[config.mk]
export PLATFORM = sky130hd
export DESIGN_NAME = pipe_stage_buf_flat
export DESIGN_NICKNAME = d
export VERILOG_FILES = /design/src/rtl/pipe_stage_buf_pkg.sv /design/src/rtl/pipe_stage_buf_if.sv /design/src/rtl/pipe_stage_fsm.sv /design/src/rtl/pipe_stage_buf.sv /design/src/flat_wrapper.sv
export SDC_FILE = /design/constraint.sdc
export NUM_CORES = 1
export LEC_CHECK = 0
export CAP_MARGIN = 20
export CORE_ASPECT_RATIO = 1.4
export CORE_MARGIN = 2
export CORE_UTILIZATION = 39
export CTS_CLUSTER_DIAMETER = 60
export DETAILED_ROUTE_END_ITERATION = 10
export PLACE_DENSITY_LB_ADDON = 0.15
export SLEW_MARGIN = 20
export SYNTH_ARGS = -nofsm -noshare
export SYNTH_HDL_FRONTEND = slang
export SYNTH_SLANG_ARGS = --single-unit
[constraint.sdc]
create_clock -name clk -period 2.1 [get_ports clk]
set_input_delay 0.63 -clock clk [delete_from_list [all_inputs] [get_ports clk]]
set_output_delay 0.63 -clock clk [all_outputs]
set_load 0.1 [all_outputs]
[src/rtl/pipe_stage_buf_pkg.sv]
// -----------------------------------------------------------------------------
// pipe_pkg
// Shared definitions for the NPC pipeline stage register (pipe_stage_buf).
//   - MODE_* : stage operating modes (bypass, half-rate register, skid buffer)
//   - stage_state_e : 2-bit stage state; the encoding equals the number of
//     held entries, so the occupancy count falls straight out of the state
//   - *_LSB : bit offsets of the default {pc, snpc, inst} payload fields
//   - PC_RESET : pc value placed in the top word of every data register on reset
// -----------------------------------------------------------------------------
package pipe_pkg;

   localparam int MODE_BYPASS = 0;
   localparam int MODE_REG    = 1;
   localparam int MODE_SKID   = 2;

   // MODE 2 uses all three states; MODE 1 only uses the first two, under the
   // IDLE/FULL1 aliases below.
   typedef enum logic [1:0] {
      ST_EMPTY = 2'd0,
      ST_BUSY  = 2'd1,
      ST_FULL2 = 2'd2
   } stage_state_e;

   localparam stage_state_e ST_IDLE  = ST_EMPTY;
   localparam stage_state_e ST_FULL1 = ST_BUSY;

   localparam int INST_LSB = 0;
   localparam int SNPC_LSB = 32;
   localparam int PC_LSB   = 64;

   localparam logic [31:0] PC_RESET = 32'h8000_0000;

   // The state value is the number of entries held by the stage.
   function automatic logic [1:0] state_count(input stage_state_e st);
      return st;
   endfunction

endpackage

[src/rtl/pipe_stage_buf_if.sv]
// -----------------------------------------------------------------------------
// pipe_stage_buf_if
// Bundles the valid/ready handshake on both sides of one pipeline stage,
// together with the redirect flush and the occupancy count.
//   flush   : drop buffered entries and any same-cycle input
//   s_*     : upstream side (s_valid/s_data in, s_ready out of the stage)
//   m_*     : downstream side (m_valid/m_data out, m_ready in to the stage)
//   count   : number of entries currently held by the stage
// Modports:
//   slave   : the stage itself
//   master  : the surrounding pipeline that drives the stage
// -----------------------------------------------------------------------------
interface pipe_stage_buf_if #(
   parameter int DATA_W = 96
);

   logic              flush;
   logic              s_valid;
   logic              s_ready;
   logic [DATA_W-1:0] s_data;
   logic              m_valid;
   logic              m_ready;
   logic [DATA_W-1:0] m_data;
   logic [1:0]        count;

   modport master (
      output flush, s_valid, s_data, m_ready,
      input  s_ready, m_valid, m_data, count
   );

   modport slave (
      input  flush, s_valid, s_data, m_ready,
      output s_ready, m_valid, m_data, count
   );

endinterface

[src/rtl/pipe_stage_fsm.sv]
// -----------------------------------------------------------------------------
// pipe_stage_fsm
// Control path of pipe_stage_buf for MODE 1 (IDLE/FULL1 register) and
// MODE 2 (EMPTY/BUSY/FULL2 skid buffer). Owns the state register, the
// registered handshake outputs and the load enables for the data registers.
// Ports:
//   clk, rst        : clock, synchronous active-low reset
//   flush           : abandon everything held and any same-cycle input
//   s_valid, m_ready: handshake inputs from upstream / downstream
//   s_ready, m_valid: handshake outputs (registered, no path from m_ready)
//   count           : entries held (0..1 in MODE 1, 0..2 in MODE 2)
//   load_main       : main register captures this cycle
//   load_skid       : skid register captures s_data this cycle
//   main_from_skid  : main register is refilled from skid instead of s_data
// -----------------------------------------------------------------------------
module pipe_stage_fsm
   import pipe_pkg::*;
#(
   parameter int MODE = MODE_SKID
) (
   input  logic       clk,
   input  logic       rst,
   input  logic       flush,
   input  logic       s_valid,
   input  logic       m_ready,
   output logic       s_ready,
   output logic       m_valid,
   output logic [1:0] count,
   output logic       load_main,
   output logic       load_skid,
   output logic       main_from_skid
);

   stage_state_e state;
   stage_state_e nxt_state;
   logic         s_ready_q;
   logic         in_xfer;
   logic         out_xfer;

   // s_ready_q is precomputed for the state being entered, so it is already 1
   // in the first cycle after reset release; gating with rst keeps the stage
   // closed to upstream for the whole time reset is held.
   assign s_ready  = s_ready_q & rst;
   assign in_xfer  = s_valid & s_ready;
   assign out_xfer = m_valid & m_ready;

   // Transition rules. Flush beats every transfer; an output transfer in the
   // flush cycle still completes downstream because m_valid/m_data are
   // already presented.
   function automatic stage_state_e next_state(
      input stage_state_e st,
      input logic         f,
      input logic         i,
      input logic         o
   );
      stage_state_e n;
      n = st;
      if (f) begin
         n = ST_EMPTY;
      end else if (MODE == MODE_REG) begin
         case (st)
            ST_IDLE:  if (i) n = ST_FULL1;
            ST_FULL1: if (o) n = ST_IDLE;
            default:  n = ST_IDLE;
         endcase
      end else begin
         case (st)
            ST_EMPTY: if (i) n = ST_BUSY;
            ST_BUSY: begin
               if (i & ~o) begin
                  n = ST_FULL2;
               end else if (~i & o) begin
                  n = ST_EMPTY;
               end
            end
            ST_FULL2: if (o) n = ST_BUSY;
            default:  n = ST_EMPTY;
         endcase
      end
      return n;
   endfunction

   assign nxt_state = next_state(state, flush, in_xfer, out_xfer);

   // Data register load enables. Nothing is captured in a flush cycle, so a
   // discarded input never overwrites the held payload. In BUSY with both
   // transfers the old head leaves as the new item takes its place; without
   // an output the new item parks in skid. In FULL2 skid moves up on output.
   always_comb begin
      load_main      = 1'b0;
      load_skid      = 1'b0;
      main_from_skid = 1'b0;
      if (!flush) begin
         case (state)
            ST_EMPTY: begin
               load_main = in_xfer;
            end
            ST_BUSY: begin
               if (MODE == MODE_SKID) begin
                  load_main = in_xfer & out_xfer;
                  load_skid = in_xfer & ~out_xfer;
               end
            end
            ST_FULL2: begin
               load_main      = out_xfer;
               main_from_skid = out_xfer;
            end
            default: begin
               load_main = 1'b0;
            end
         endcase
      end
   end

   // State register. Handshake outputs and count are derived from the state
   // being entered, so they are plain flops at the module boundary.
   always_ff @(posedge clk) begin
      if (!rst) begin
         state     <= ST_EMPTY;
         s_ready_q <= 1'b1;
         m_valid   <= 1'b0;
         count     <= 2'd0;
      end else begin
         state     <= nxt_state;
         s_ready_q <= (MODE == MODE_REG) ? (nxt_state == ST_IDLE)
                                         : (nxt_state != ST_FULL2);
         m_valid   <= (nxt_state != ST_EMPTY);
         count     <= state_count(nxt_state);
      end
   end

endmodule

[src/rtl/pipe_stage_buf.sv]
// -----------------------------------------------------------------------------
// pipe_stage_buf
// Mode-selectable valid/ready stage register placed between NPC pipeline
// stages (IF->ID, ID->EX, EX->WB). The payload is opaque; the default width
// carries {pc, snpc, inst}.
// Parameters:
//   DATA_W     : payload width
//   MODE       : 0 combinational bypass, 1 single register (1 item / 2 cycles),
//                2 two-entry skid buffer (1 item / cycle)
//   RESET_DATA : value of every data register after reset
// Ports:
//   clk  : clock, all state updates on the rising edge
//   rst  : synchronous active-low reset
//   bus  : handshake bundle (slave view): flush, s_valid/s_ready/s_data,
//          m_valid/m_ready/m_data, count
// -----------------------------------------------------------------------------
module pipe_stage_buf
   import pipe_pkg::*;
#(
   parameter int                DATA_W     = 96,
   parameter int                MODE       = MODE_SKID,
   parameter logic [DATA_W-1:0] RESET_DATA = {PC_RESET, 64'h0}
) (
   input logic              clk,
   input logic              rst,
   pipe_stage_buf_if.slave  bus
);

   generate
      if (MODE == MODE_BYPASS) begin : g_bypass

         // Pure wires: a flush swallows the incoming item by claiming it was
         // accepted while hiding it from downstream.
         assign bus.m_valid = bus.s_valid & ~bus.flush;
         assign bus.s_ready = bus.m_ready | bus.flush;
         assign bus.m_data  = bus.s_data;
         assign bus.count   = 2'd0;

      end else begin : g_buf

         logic              load_main;
         logic              load_skid;
         logic              main_from_skid;
         logic [DATA_W-1:0] main_q;
         logic [DATA_W-1:0] skid_q;

         pipe_stage_fsm #(
            .MODE (MODE)
         ) u_fsm (
            .clk            (clk),
            .rst            (rst),
            .flush          (bus.flush),
            .s_valid        (bus.s_valid),
            .m_ready        (bus.m_ready),
            .s_ready        (bus.s_ready),
            .m_valid        (bus.m_valid),
            .count          (bus.count),
            .load_main      (load_main),
            .load_skid      (load_skid),
            .main_from_skid (main_from_skid)
         );

         // Payload registers. Only the control path is cleared by flush;
         // the data simply goes stale behind a deasserted m_valid.
         always_ff @(posedge clk) begin
            if (!rst) begin
               main_q <= RESET_DATA;
               skid_q <= RESET_DATA;
            end else begin
               if (load_skid) begin
                  skid_q <= bus.s_data;
               end
               if (load_main) begin
                  main_q <= main_from_skid ? skid_q : bus.s_data;
               end
            end
         end

         assign bus.m_data = main_q;

      end
   endgenerate

endmodule

[src/flat_wrapper.sv]
// flat-port wrapper written by rule: the top's interface ports become plain ports
module pipe_stage_buf_flat import pipe_pkg::*;
#(
   parameter int                DATA_W     = 96,
   parameter int                MODE       = MODE_SKID,
   parameter logic [DATA_W-1:0] RESET_DATA = {PC_RESET, 64'h0}
)
  (clk, rst, bus_flush, bus_s_valid, bus_s_data, bus_m_ready, bus_s_ready, bus_m_valid, bus_m_data, bus_count);
  pipe_stage_buf_if #(.DATA_W(DATA_W)) bus_i ();
  input logic clk;
  input logic rst;
  input wire logic [$bits(bus_i.flush)-1:0] bus_flush;
  input wire logic [$bits(bus_i.s_valid)-1:0] bus_s_valid;
  input wire logic [$bits(bus_i.s_data)-1:0] bus_s_data;
  input wire logic [$bits(bus_i.m_ready)-1:0] bus_m_ready;
  output wire logic [$bits(bus_i.s_ready)-1:0] bus_s_ready;
  output wire logic [$bits(bus_i.m_valid)-1:0] bus_m_valid;
  output wire logic [$bits(bus_i.m_data)-1:0] bus_m_data;
  output wire logic [$bits(bus_i.count)-1:0] bus_count;
  assign bus_i.flush = bus_flush;
  assign bus_i.s_valid = bus_s_valid;
  assign bus_i.s_data = bus_s_data;
  assign bus_i.m_ready = bus_m_ready;
  assign bus_s_ready = bus_i.s_ready;
  assign bus_m_valid = bus_i.m_valid;
  assign bus_m_data = bus_i.m_data;
  assign bus_count = bus_i.count;
  pipe_stage_buf #(.DATA_W(DATA_W), .MODE(MODE), .RESET_DATA(RESET_DATA)) u_core (.clk(clk), .rst(rst), .bus(bus_i));
endmodule
### After elaboration in Yosys (flattened, before gate mapping)

Cells that the tools add are included.

* flip-flop bits (word level): 196
* input bits: 101
* output and inout port bits: 100
* word-level logic and storage cells: 31

* eq/ne operators: 3
* multiplexer cells: 13
* bitwise logic cells: 8
* reduce and logical (&&, ||, !) cells: 2

Operators by type and width (count)
* 2-to-1 mux 96 bit: 1
* 2-to-1 mux 2 bit: 5
* AND 1 bit: 6
* case mux 2 bit (3 select lines): 1
* 2-to-1 mux 1 bit: 5
* case mux 1 bit (3 select lines): 1
* equality test 2 x 1 -> 1 bit, second input constant: 1
* equality test 2 bit, second input constant: 1
* logical NOT 2 bit: 1
* inequality test 2 bit, second input constant: 1
* inverter 1 bit: 2
* nonzero test 2 bit: 1

### Longest topological paths before layout

* depth in word-level cells: 9
* depth in mapped cells: 8
* gate-level depth less buffers: 4

### Hierarchy

Synthesis repeated with hierarchy kept, for this count alone.

* cell total of the unflattened synthesis: 761
* area total of the unflattened synthesis: 7983.9 µm²

By module, submodules not included
* pipe_stage_buf: times used 1, cells an instance 736, area an instance 7759.9 µm², seq. area each 3843.7 µm²
* pipe_stage_fsm: times used 1, cells an instance 25, area an instance 224.0 µm², seq. area each 80.1 µm²

### Worst setup path after synthesis

OpenSTA, ideal clock, no wires.

* path kind: flip-flop to flip-flop
* start: register u_core.g_buf.u_fsm.m_valid
* end: register u_core.g_buf.main_q[30], in the netlist u_core.bus.m_data[30]
* setup time: 125 ps
* data arrival time: 2226 ps
* required time: 1975 ps
* path slack: -251 ps
* cell stages (with the launch flop): 8
* buffers on the path: 3
* cells stage by stage: dfxtp_1 -> nand4b_1 -> or2_2 -> buf_2 -> buf_4 -> buf_2 -> nand2_1 -> a31oi_1

* longest elaborated chain between the ends: 4
* elaborated cells on any way between the ends: 7

Ends and longest elaborated chain
* from (decl): RTL line pipe_stage_fsm.sv:27 `output logic m_valid,`
* from (signal assigned): RTL line pipe_stage_fsm.sv:127 `m_valid <= (nxt_state != ST_EMPTY);`
* AND 1 bit *: RTL line pipe_stage_fsm.sv:45 `assign out_xfer = m_valid & m_ready;`
* AND 1 bit or 2-to-1 mux 1 bit (tied branches): RTL line pipe_stage_fsm.sv:100, pipe_stage_fsm.sv:94
* case mux 1 bit (3 select lines) or 2-to-1 mux 1 bit (tied branches): RTL line pipe_stage_fsm.sv:94, pipe_stage_fsm.sv:93
* 2-to-1 mux 1 bit or 2-to-1 mux 96 bit (tied branches): RTL line pipe_stage_fsm.sv:93, pipe_stage_buf.sv:74
* to (signal assigned): RTL line pipe_stage_buf.sv:74 `main_q <= main_from_skid ? skid_q : bus.s_data;`
* to (decl): RTL line pipe_stage_buf.sv:44 `logic [DATA_W-1:0] main_q;`

Mark *: on every way between the ends. The rest lies on a longest branch, timed or not.
A chain may end at the register's enable or synchronous reset.

### Worst setup path after layout

* start: input bus_m_ready
* end: register u_core.g_buf.main_q[17], in the netlist u_core.bus.m_data[17]

* longest elaborated chain between the ends: 4
* elaborated cells on any way between the ends: 7

Ends and longest elaborated chain
* from (decl): RTL line flat_wrapper.sv:15 `input wire logic [$bits(bus_i.m_ready)-1:0] bus_m_ready;`
* AND 1 bit *: RTL line pipe_stage_fsm.sv:45
* AND 1 bit or 2-to-1 mux 1 bit (tied branches): RTL line pipe_stage_fsm.sv:100, pipe_stage_fsm.sv:94
* case mux 1 bit (3 select lines) or 2-to-1 mux 1 bit (tied branches): RTL line pipe_stage_fsm.sv:94, pipe_stage_fsm.sv:93
* 2-to-1 mux 1 bit or 2-to-1 mux 96 bit (tied branches): RTL line pipe_stage_fsm.sv:93, pipe_stage_buf.sv:74

Marked as above.

==> flow_summary.yaml <==
synthesis:
  syn_area_sq_mm: 0.00806
  yosysSeqAreaShare: 0.487
  synth_top_area_share: 0.487
  synthesis.nets: 1091
  syn_inst: 990
  avgSynthCellArea_sq_um: 8.15
  yosys_warnings: 0
  yosysTopAreaCell: "dfxtp_1"
  ys_types: 32
  synth_area_leaders: "dfxtp_1 49%, nand2_1 18%, o31ai_1 8.8%, a31oi_1 7.4%, a21boi_0 5.3%"
  yosys_register_bits: 196
setup_path:
  cp_cell_sequence: "clkdlybuf4s50_1, nand4b_1, buf_4, a21oi_4, buf_12, a31oi_1"
  r2r_cells: 5
  r2r_start: "u_core.g_buf.u_fsm.state[0]"
  crit_start: "bus_m_ready"
  slowest_stage: "clkdlybuf4s50_1"
  r2r-end: "u_core.bus.m_data[17]"
  critPathArrivalTime_ps: 2250
  required_ps: 2390
  crit_buf_inv: 3
  r2r_setup_slack_ps: 450
  critPathMaxStageDelay_ps: 530
  cp_top_family: "buffers and inverters"
  crit_path_start_kind: "input port"
  critPathKind: "in -> reg"
  cp-endpoint: "u_core.bus.m_data[17]"
  crit_cells: 6
  crit_fanout: 53
  cp-end-kind: "flop"
drt:
  firstDrtPassIters: 5
  drt-total-wl_mm: 22.7
  route.vias.total: 7555
  drc_errors: 0
  wl_per_cell_um: 15.8
  drtIter0Drc: 605
  ant_nets: 0
  vias_per_cell: 5.26
run:
  cap_violations: 0
floorplanning:
  die_x_um: 126
  core_area_sq_mm: 0.0204
  start_util: 0.395
  die-area_sq_mm: 0.0219
  ios: 201
  row_count: 62
  die_h_um: 174
clock_tree:
  cts_setup_buffers: 0
  cts_resized: 0
  cts_tree: "built"
  cts_buffers: 17
  cts_buffer_depth: 2
  postCtsHoldBufs: 0
  cts_root_buffer: "clkbuf_16"
  cts_sinks: 196
  htree_num_levels: 4
  path_clk_slew_ps: 70
  clock_latency_ps: 430
sta:
  fin_tns_setup_ps: 0
  tightest_slew_ps: 432
  worst_slack_ps: 137
  report.final.slew_viol_count: 0
  min_period_ps: 1960
  finalSetupViolations: 0
  rsz0062_at_grt: "no"
  maxSlewHeadroom: 0.712
  hold_viol_final: 0
  period_share: 0.935
  fmax_mhz: 509
  worst_clock_skew_ps: 8.60
finish:
  regArea_sq_mm: 0.00393
  nFillCells: 1758
  multi_input_area_sq_mm: 0.00371
  design_area_sq_mm: 0.0123
  drive_gt1_frac: 0.166
  finalNetCount: 1267
  instances_no_fill: 1435
  syn_to_final_growth_pct: 52.6
placed_design:
  post-place-ws_ps: -291
  postPlaceCellArea_sq_mm: 0.0117
  routabilityCongestion: 0.795
  dp_hpwl_mm: 14.6
  dp.cells: 1403
  port_buffers: 200
power:
  leakagePower_uw: 0.00477
  p_comb_frac: 0.198
  ir_worst_vdd_mv: 0.535
  p_per_area_mw_per_mm2: 716
  internal_power_uw: 6120
  power_switching_uw: 2690
  p_seq_frac: 0.448
  clockPowerShare: 0.353
  netSwitchingFraction: 0.305
global_route:
  overflow: 0
  grt_pass1_vias: 7149
  antenna_found_initial: 1
  grt_pass1_wl_mm: 36.8
  grt_max_degree: 106
  grt_use_total: 0.206
min_path:
  hold_class: "reg -> reg"
  min_from: "u_core.g_buf.skid_q[78]"
status:
  outcome: "completed"
-- kinds of logic after synthesis --
logic type | count (synthesis) | synth area share
and+or+nand+nor | 402 | 0.196
DFF | 196 | 0.487
AOI/OAI and AO/OA | 293 | 0.258
buffers and inverters | 97 | 0.0569
muxes | 2 | 0.00248
-- flip-flops by register name (all words and copies together), names as in the netlist --
| register | count |
|---|---|
| u_core.g_buf.skid_q | 96 |
| u_core.g_buf.u_fsm.s_ready_q | 1 |
| u_core.g_buf.u_fsm.m_valid | 1 |
| u_core.bus.m_data | 96 |
| u_core.g_buf.u_fsm.state | 2 |
-- layout by cell type (no fill, tap or decap), types with 2 or more instances in the layout --
cell,instances
nand2_1,385
dfxtp_1,193
buf_12,131
clkdlybuf4s50_1,99
o31ai_1,95
a31oi_1,95
a21boi_0,57
a21boi_1,39
buf_4,21
clkbuf_16,17
nand2b_1,4
inv_8,4
clkinvlp_4,3
inv_6,3
dfxtp_2,3
nor3_4,2
inv_1,2
nand3_1,2
a21oi_1,2
mux2i_1,2
clkinv_4,2
-- worst min-delay path: cells and delay by family, from the launching register on --
kind / cells / cell delay, ps
simple gates: 1 / 50
flops: 1 / 310
compound gates: 1 / 50
-- power by group through the flow --
stage               clock network, uW  logic, uW  registers (uW)
floorplan                           0        294            4680
global placement                    0       1750            4030
detailed placement                  0       1750            4030
CTS                              3180       1760            3950
global route                     3320       1820            3960
finish                           3110       1750            3950
-- stage by stage --
step	total power, uW	hold slack [ps]	utilization
global route	9100	468	0.603
CTS	8890	455	0.603
global placement	5780	440	0.576
floorplan	4970	435	-
finish	8810	453	0.603
detailed placement	5790	445	0.576
-- cell type report --
cell class	instances	area share
Sequential cell	196	0.319
Timing Repair Buffer	252	0.307
Multi-Input combinational cell	697	0.301
Clock buffer	18	0.0357
Tap cell	256	0.0260
Clock inverter	13	0.00946
Inverter	2	0.000610
Antenna cell	1	0.000203
-- synth_stat cells --
cell type,count
nand2_1,385
dfxtp_1,196
a31oi_1,95
o31ai_1,95
a21boi_0,57
clkbuf_1,47
buf_2,40
a21boi_1,39
buf_6,5
nand2b_1,4
a21oi_1,2
buf_4,2
inv_1,2
mux2i_1,2
nand3_1,2
a21bo_2,1
a21oi_2,1
a221o_1,1
a32oi_1,1
and2_1,1
buf_1,1
nand4_1,1
nand4b_1,1
nand4b_4,1
nor2_1,1
nor2_2,1
nor2b_1,1
nor3_2,1
nor3_4,1
o21ai_0,1
or2_2,1
or3_1,1
-- metal layers --
layer  GRT usage  wire length (um)
met1       0.273             10200
met2       0.331             10900
met3      0.0422              1190
met4      0.0731               502
met5           0                 0
-- worst min path at each step --
| stage | end | slack [ps] | cells past startpoint |
|---|---|---|---|
| 2_1_floorplan | u_core.g_buf.skid_q[56] | 440 | 2 |
| 3_3_place_gp | u_core.g_buf.skid_q[64] | 440 | 2 |
| 3_5_place_dp | u_core.g_buf.skid_q[83] | 450 | 2 |
| 4_1_cts | u_core.g_buf.skid_q[83] | 460 | 2 |
| 5_1_grt | u_core.g_buf.skid_q[83] | 470 | 2 |
| 6_report | u_core.g_buf.skid_q[78] | 450 | 2 |
(Power assumes the default switching activity.)
